[src/rtl/sram_pkg.sv]
// Shared SRAM port constants and request bundle.
// Geometry matches the 32x512 single-RW-port macro.
package sram_pkg;

   localparam int SRAM_ADDR_W     = 9;
   localparam int SRAM_DATA_W     = 32;
   localparam int SRAM_NUM_WMASKS = SRAM_DATA_W / 8;

   typedef struct packed {
      logic                       we;
      logic [SRAM_ADDR_W-1:0]     addr;
      logic [SRAM_DATA_W-1:0]     wdata;
      logic [SRAM_NUM_WMASKS-1:0] wmask;
   } sram_req_t;

endpackage

[src/rtl/sram_rsp_fifo.sv]
// In-order read-data buffer for the SRAM port master.
// Head entry is presented directly; push and pop may coincide.
import sram_pkg::*;

module sram_rsp_fifo #(
   parameter int DEPTH = 2,
   parameter int WIDTH = SRAM_DATA_W
) (
   input  logic             clk,
   input  logic             rst_n,
   input  logic             push,
   input  logic [WIDTH-1:0] push_data,
   input  logic             pop,
   output logic [WIDTH-1:0] head,
   output logic             not_empty
);

   localparam int PW = $clog2(DEPTH);
   localparam int CW = $clog2(DEPTH + 1);
   localparam logic [PW-1:0] LAST = PW'(DEPTH - 1);

   logic [WIDTH-1:0] mem [DEPTH];
   logic [PW-1:0]    wr_ptr;
   logic [PW-1:0]    rd_ptr;
   logic [CW-1:0]    count;
   logic             full;
   logic             do_pop;

   assign not_empty = (count != '0);
   assign full      = (count == CW'(DEPTH));
   assign do_pop    = pop & not_empty;
   assign head      = mem[rd_ptr];

   // Storage, pointers and occupancy.
   always_ff @(posedge clk or negedge rst_n) begin
      if (!rst_n) begin
         for (int i = 0; i < DEPTH; i++) mem[i] <= '0;
         wr_ptr <= '0;
         rd_ptr <= '0;
         count  <= '0;
      end else begin
         if (push) begin
            mem[wr_ptr] <= push_data;
            wr_ptr <= (wr_ptr == LAST) ? '0 : wr_ptr + 1'b1;
         end
         if (do_pop) begin
            rd_ptr <= (rd_ptr == LAST) ? '0 : rd_ptr + 1'b1;
         end
         case ({push, do_pop})
            2'b10:   count <= count + 1'b1;
            2'b01:   count <= count - 1'b1;
            default: count <= count;
         endcase
      end
   end

   a_no_overflow: assert property (
      @(posedge clk) disable iff (!rst_n) !(push && full && !do_pop)
   );

endmodule

[src/rtl/sram_rw_port_master.sv]
// Initiator for the RW port of the 32x512 SRAM macro.
// Credits cover the tag pipeline plus buffer, so read data is never dropped.
import sram_pkg::*;

module sram_rw_port_master #(
   parameter int ADDR_WIDTH = SRAM_ADDR_W,
   parameter int DATA_WIDTH = SRAM_DATA_W,
   parameter int NUM_WMASKS = SRAM_NUM_WMASKS,
   parameter int RSP_DEPTH  = 2
) (
   input  logic                  clk,
   input  logic                  rst_n,
   input  logic                  req_valid,
   output logic                  req_ready,
   input  logic                  req_we,
   input  logic [ADDR_WIDTH-1:0] req_addr,
   input  logic [DATA_WIDTH-1:0] req_wdata,
   input  logic [NUM_WMASKS-1:0] req_wmask,
   output logic                  rsp_valid,
   input  logic                  rsp_ready,
   output logic [DATA_WIDTH-1:0] rsp_rdata,
   output logic                  sram_csb0,
   output logic                  sram_web0,
   output logic [NUM_WMASKS-1:0] sram_wmask0,
   output logic [ADDR_WIDTH-1:0] sram_addr0,
   output logic [DATA_WIDTH-1:0] sram_din0,
   input  logic [DATA_WIDTH-1:0] sram_dout0
);

   localparam int CW = $clog2(RSP_DEPTH + 1);

   logic [CW-1:0] credits;
   logic [1:0]    rd_tag;
   logic          req_hs;
   logic          rd_hs;
   logic          rsp_hs;

   assign req_ready = (credits != '0) | ~(req_valid & ~req_we);
   assign req_hs    = req_valid & req_ready;
   assign rd_hs     = req_hs & ~req_we;
   assign rsp_hs    = rsp_valid & rsp_ready;

   // SRAM pin registers; select only on an accepted request.
   always_ff @(posedge clk or negedge rst_n) begin
      if (!rst_n) begin
         sram_csb0   <= 1'b1;
         sram_web0   <= 1'b1;
         sram_wmask0 <= '0;
         sram_addr0  <= '0;
         sram_din0   <= '0;
      end else begin
         sram_csb0 <= ~req_hs;
         sram_web0 <= ~(req_hs & req_we);
         if (req_hs) begin
            sram_addr0  <= req_addr;
            sram_din0   <= req_wdata;
            sram_wmask0 <= req_we ? req_wmask : '0;
         end
      end
   end

   // Read tag: stage 0 = pins presented, stage 1 = SRAM sampled.
   always_ff @(posedge clk or negedge rst_n) begin
      if (!rst_n) begin
         rd_tag <= '0;
      end else begin
         rd_tag <= {rd_tag[0], rd_hs};
      end
   end

   // Credits: reads in flight plus buffered may not exceed buffer depth.
   always_ff @(posedge clk or negedge rst_n) begin
      if (!rst_n) begin
         credits <= CW'(RSP_DEPTH);
      end else begin
         case ({rd_hs, rsp_hs})
            2'b10:   credits <= credits - 1'b1;
            2'b01:   credits <= credits + 1'b1;
            default: credits <= credits;
         endcase
      end
   end

   sram_rsp_fifo #(
      .DEPTH (RSP_DEPTH),
      .WIDTH (DATA_WIDTH)
   ) u_rsp_fifo (
      .clk       (clk),
      .rst_n     (rst_n),
      .push      (rd_tag[1]),
      .push_data (sram_dout0),
      .pop       (rsp_ready),
      .head      (rsp_rdata),
      .not_empty (rsp_valid)
   );

endmodule
[config.mk]
export PLATFORM = sky130hd
export DESIGN_NAME = sram_rw_port_master
export DESIGN_NICKNAME = d
export VERILOG_FILES = /design/src/rtl/sram_pkg.sv /design/src/rtl/sram_rsp_fifo.sv /design/src/rtl/sram_rw_port_master.sv
export SDC_FILE = /design/constraint.sdc
export NUM_CORES = 1
export LEC_CHECK = 0
export CORE_MARGIN = 4
export CORE_UTILIZATION = 49
export DETAILED_ROUTE_END_ITERATION = 12
export PLACE_DENSITY = 0.85
export SYNTH_ARGS = -nofsm -noshare
export SYNTH_HDL_FRONTEND = slang
export SYNTH_SLANG_ARGS = --single-unit
[constraint.sdc]
create_clock -name clk -period 2.33 [get_ports clk]
set_input_delay 0.699 -clock clk [delete_from_list [all_inputs] [get_ports clk]]
set_output_delay 0.699 -clock clk [all_outputs]
set_load 0.005 [all_outputs]
* Word level (Yosys, flattened, before mapping)
Index checks and enable logic that the tools add are counted.
** Cells by class
- Bitwise logic cells :: 12
- Reduce and logical (&&, ||, !) cells :: 5
- Equality and inequality tests :: 4
- Add/subtract/negate cells :: 6
- Order comparisons :: 3
- Mux-type cells :: 11
** Operators by type and width (number)
- $mux 32 :: 4
- $bwmux 64 :: 1
- $demux 32 s1 :: 1
- $pmux 2 s2 :: 2
- $reduce_bool 2->1 :: 4
- $and 1x1->1 :: 5
- $add 2x1->2 const B :: 2
- $eq 2x1->1 const B :: 2
- $eq 2x2->1 const B :: 2
- $ge 2x2->1 const B :: 2
- $mux 4 :: 1
- $not 1->1 :: 4
- $not 1->2 :: 2
- $sub 2x1->2 const B :: 2
- $add 1x1->1 const B :: 2
- $lt 2x1->1 const B :: 1
- $mux 1 :: 2
- $logic_and 1x1->1 :: 1
- $or 1x1->1 :: 1
** Storage, ports and cells
- Logic and storage cells :: 53
- Output and inout bits :: 81
- Bits in registers :: 119

* Logic depth before layout (Yosys ltp)
Gate-level depths: netlist of the first run.
- Word-level depth :: 8
- Gate-level depth with buffers :: 7

* Cells and area by module
Synthesis of the first run repeated with hierarchy kept, for this count alone.
** Second synthesis, totals
- Cell total of the unflattened synthesis :: 300
- Area, all modules :: 4865.9 um^2
** Modules (own cells, without submodules)
- sram_rsp_fifo :: cells each 186, sequential area each 1701.6 um^2, area each 2937.8 um^2, instances 1
- sram_rw_port_master :: cells each 114, sequential area each 1280.0 um^2, area each 1928.1 um^2, instances 1

* Least setup slack after synthesis of the first run
Ideal clock, no wire load.
- Path type :: in2reg
- Start :: input req_valid
- End :: register credits[1]
- Setup slack :: 0.528 ns
- Cell stages on the path :: 7
- Arrival time :: 1.728 ns
- Setup time :: 0.075 ns
- Path through :: clkbuf_2 nor2b_1 o21ai_0 ha_1 xor2_1 nor2_1 xor2_1
** Between the ends
- Longest elaborated chain between the ends :: 7
- Elaborated cells between the ends (all ways) :: 9
** Ends and longest elaborated chain
- start: declaration :: line sram_rw_port_master.sv:13 : input logic req_valid,
- $and 1x1->1 :: line sram_rw_port_master.sv:38 : assign req_ready = (credits != '0) | ~(req_valid & ~req_we);
- $not 1->1 :: line sram_rw_port_master.sv:38
- $or 1x1->1 :: line sram_rw_port_master.sv:38
- $and 1x1->1 * :: line sram_rw_port_master.sv:39 : assign req_hs = req_valid & req_ready;
- $and 1x1->1 * :: line sram_rw_port_master.sv:40 : assign rd_hs = req_hs & ~req_we;
- $eq 2x1->1 / $eq 2x2->1 (equally long branches) :: line sram_rw_port_master.sv:76 : case ({rd_hs, rsp_hs})
- $pmux 2 s2 / $reduce_bool 2->1 (equally long branches)
- end signal: assignment :: line sram_rw_port_master.sv:77 : 2'b10: credits <= credits - 1'b1;
- end signal: assignment :: line sram_rw_port_master.sv:78 : 2'b01: credits <= credits + 1'b1;
- end signal: assignment :: line sram_rw_port_master.sv:79 : default: credits <= credits;
- end: declaration :: line sram_rw_port_master.sv:32 : logic [CW-1:0] credits;
Every way passes the cells marked *; elsewhere a longest branch is shown, timed or not.
A chain may end at the register's enable or synchronous reset.

* Worst setup path after layout of the first run
- Start :: register u_rsp_fifo.rd_ptr
- End :: output rsp_rdata[11]
** Between the ends
- Longest elaborated chain between the ends :: 4
** Ends and longest elaborated chain
- start: declaration :: line sram_rsp_fifo.sv:24 : logic [PW-1:0] rd_ptr;
- start signal: assignment :: line sram_rsp_fifo.sv:47 : rd_ptr <= (rd_ptr == LAST) ? '0 : rd_ptr + 1'b1;
- $not 1->2 (not written as such) :: line sram_rsp_fifo.sv:32 : assign head = mem[rd_ptr];
- $mux 32 (not written as such) (3 in a row) :: line sram_rsp_fifo.sv:32
- end: declaration :: line sram_rw_port_master.sv:21 : output logic [DATA_WIDTH-1:0] rsp_rdata,
Every way passes these cells. The select of a mux whose other input is x is not followed.

==> results.toml, run 1 <==
[outcome]
status = "complete, but fails checks"
violations = "negative setup slack"

[hold_path]
hold_path_class = "input port to async pin"

[detailed_routing]
wl_met3_um = 1230
dr_total_vias = 3171
top_layer = "met4"
drt-vias-per-instance = 5.04
drc = 0
met2WireLength_um = 6040
wire_per_inst_um = 19.3
firstDrtPassIters = 6
drtIter0Drc = 104
wl_um = 12200
wl_met1_um = 4750
antenna_left = 0

[pwr]
power.leakage_nw = 3.24
ir_drop_uv = 732
powerDensity_nw_per_um2 = 1350
p_total_mw = 10.1

[die]
coreArea_um2 = 9420
die_w_um = 107
rows = 35
ios = 163
start_util_pct = 51.4
dieArea_um2 = 11500
die-height_um = 107

[placement]
dp_hpwl_um = 8040
io_buffers = 162
dpl_cell_area_um2 = 6670
gp_congestion = 0.703

[clock_network]
cts-root-buf = "clkbuf_8"
clk_pin_slew_ns = 0.06
cts_sinks = 119
cts_buffer_depth = 2
ctsHoldBuffers = 0
htree_num_levels = 4
cts_made_buffers = 17
insertion_delay_ns = 0.50
cts_tree = "built"

[synthesis]
synthesis.area_um2 = 4840
syn_nets = 383
synth_fa_ha_area_share_pct = 0.517
synthMuxAreaShare_pct = 31.9
syn_area_per_cell_um2 = 16.2
synth-simple-area-share_pct = 0.931
ys_types = 19
ys_warn_count = 0
synth_xor_area_share_pct = 1.45
synth_cells = 299
ys_ff_latch = 119
synth_top_family_by_area = "multiplexers"
synth_compound_area_share_pct = 1.37
synth_seq_area_share_pct = 61.6

[sta]
final.min_clock_period_ns = 2.43
setup_viol = 14
slew_headroom_pct = 67.4
setup_ws_ns = -0.102
hold_viol_final = 0
fin_skew_ns = 0.0102
maxClockFrequency_mhz = 411
slew_violations = 0
tightest_slew_ns = 0.490
period_share_pct = 104
rsz0062_at_grt = "true"

[layout]
fillers = 530
multi_input_area_um2 = 1810
regArea_um2 = 2980
final_net_count = 571
fin_area_um2 = 7480
final_layout_size_suffix_gt1_share_pct = 46.0
insertedDiodeCount = 0
area_growth_pct = 54.7

[worst_setup_path]
cp_max_fo = 5
worstSetupPathType = "flip-flop to primary output"
crit_path_max_incr_delay_ns = 0.43
worstPathCellList = "buf_4 -> buf_6 -> buf_16 -> mux2_4 -> buf_6"
crit_required_ns = 1.63
endpoint_kind = "primary output"
timing.critical_path.mode_cell = "buf_6"
crit_slowest_cell = "dfrtp_2"
cp.arrival_ns = 1.73
startpoint_type = "flip-flop"

[global_route]
grt-ovfl-total = 0
grt_start_max_net_pins = 44
grt_pass1_vias = 3705
grt_pass1_wl_um = 19500
grt_antenna_before_repair = 0
grt_usage_pct = 22.2

[job]
drv_cap = 0
-- what timing repair did --
| item | CTS | global route |
|---|---|---|
| cloned | 2 | 1 |
| buffers inserted | 7 | 0 |
| gates resized for setup | 123 | 29 |
| setup endpoints to repair | 34 | 33 |
-- synthesized netlist by cell type --
library cell | instances | area share [%]
mux2_2 | 137 | 32
dfrtp_1 | 116 | 60
buf_2 | 9 | 0.93
xor2_1 | 5 | 0.91
a32o_1 | 4 | 0.83
buf_6 | 4 | 0.93
nor2_1 | 4 | 0.31
dfstp_2 | 3 | 1.6
nand2_1 | 3 | 0.23
xnor2_1 | 3 | 0.54
ha_1 | 2 | 0.52
inv_1 | 2 | 0.16
and2_1 | 1 | 0.13
clkbuf_1 | 1 | 0.078
clkbuf_2 | 1 | 0.10
nor2b_1 | 1 | 0.13
o21ai_0 | 1 | 0.10
o31ai_4 | 1 | 0.44
or2_2 | 1 | 0.13
-- critical path, delay by kind of cell, from the launching register on --
kind,cells,cell delay (ns)
buf+inv,4,0.50
flops,1,0.43
mux,1,0.30
-- final timing paths --
| kind | from | end | slack [ns] | cells after the start |
|---|---|---|---|---|
| hold reg to reg | rd_tag[0]$_DFF_PN0_ | rd_tag[1]$_DFF_PN0_ | 0.35 | 0 |
| max in group asynchronous | rst_n | sram_din0[4]$_DFFE_PN0P_ | 1.53 | 2 |
| setup / recovery | u_rsp_fifo.rd_ptr$_DFFE_PN0P_ | rsp_rdata[11] | -0.10 | 5 |
| hold / removal | rst_n | u_rsp_fifo.mem[36]$_DFFE_PN0P_ | 0.16 | 1 |
| setup reg to reg | u_rsp_fifo.count[1]$_DFFE_PN0P_ | u_rsp_fifo.count[1]$_DFFE_PN0P_ | 0.71 | 5 |
| min in group clk | rd_tag[0]$_DFF_PN0_ | rd_tag[1]$_DFF_PN0_ | 0.35 | 0 |
-- per-stage QoR --
step                utilization [%]  hold WS (ns)  setup slack (ns)  instances  TNS (ns)
finish                         79.5         0.164            -0.102        629    -0.670
global route                   79.5         0.184            -0.151        629     -1.91
CTS                            79.4         0.158            -0.137        629     -2.03
detailed placement             70.9         0.341            -0.199        588    -0.199
global placement               70.9         0.337            -0.196        588    -0.196
floorplan                         -         0.331             0.528        299         0
-- registers in the layout, summed over array words and instances (netlist names) --
name and flops:
credits 2, rd_tag 2, sram_addr0 9, sram_csb0 1
sram_din0 32, sram_web0 1, sram_wmask0 4, u_rsp_fifo.count 2
u_rsp_fifo.mem 64, u_rsp_fifo.rd_ptr 1, u_rsp_fifo.wr_ptr 1
-- area by class of cell --
type	instances	area share, %
repair buffers	184	24.7
clock inverters	12	2.96
flip-flops and latches	119	39.9
well taps	129	2.16
multi-input cells	163	24.1
clock buffers	20	6.08
inverters	2	0.100
-- where the power goes --
part	leakage, nW	switching (mW)	internal, mW
Sequential	1.40	0.485	2.91
Combinational	1.52	1.30	2.49
Clock	0.323	0.908	2.04
Total	3.24	2.69	7.44
-- logic make-up after synthesis --
logic type               Yosys count
AO/OA/AOI/OAI                      6
AND/OR/NAND/NOR                   10
buffers and inverters             17
XOR/XNOR                           8
adder cells (fa/ha/maj)            2
flip-flops                       119
multiplexers                     137
-- layer usage --
layer	track usage, %	vias to the layer above
li1	-	1438
met1	25.3	1592
met2	36.9	131
met3	10.9	10
met4	6.31	0
met5	0	-
-- cells in the final DEF, fill, tap and decap left out --
master,n
a32o_1,4
and2_1,1
buf_12,6
buf_16,1
buf_2,3
buf_4,11
buf_6,15
buf_8,2
bufinv_16,6
clkbuf_16,17
clkbuf_2,14
clkbuf_8,4
clkdlybuf4s15_1,2
clkdlybuf4s50_1,126
clkinv_2,2
clkinv_4,1
clkinvlp_4,3
dfrtp_1,115
dfrtp_2,1
dfstp_2,3
dlygate4sd2_1,2
dlymetal6s2s_1,1
ha_1,2
inv_1,2
mux2_2,126
mux2_4,11
nand2_1,3
nor2_1,3
nor2_4,1
nor2b_4,1
o21ai_0,1
o31ai_4,1
or2_2,1
xnor2_1,3
xor2_1,5
No activity file was read; power rests on OpenSTA's default activity.
==> inputs of run 2 (changes only) <==
CAP_MARGIN = 20   (was not set)
==> results of run 2 <==
Final layout, timing and power as in run 1 (identical DEF).
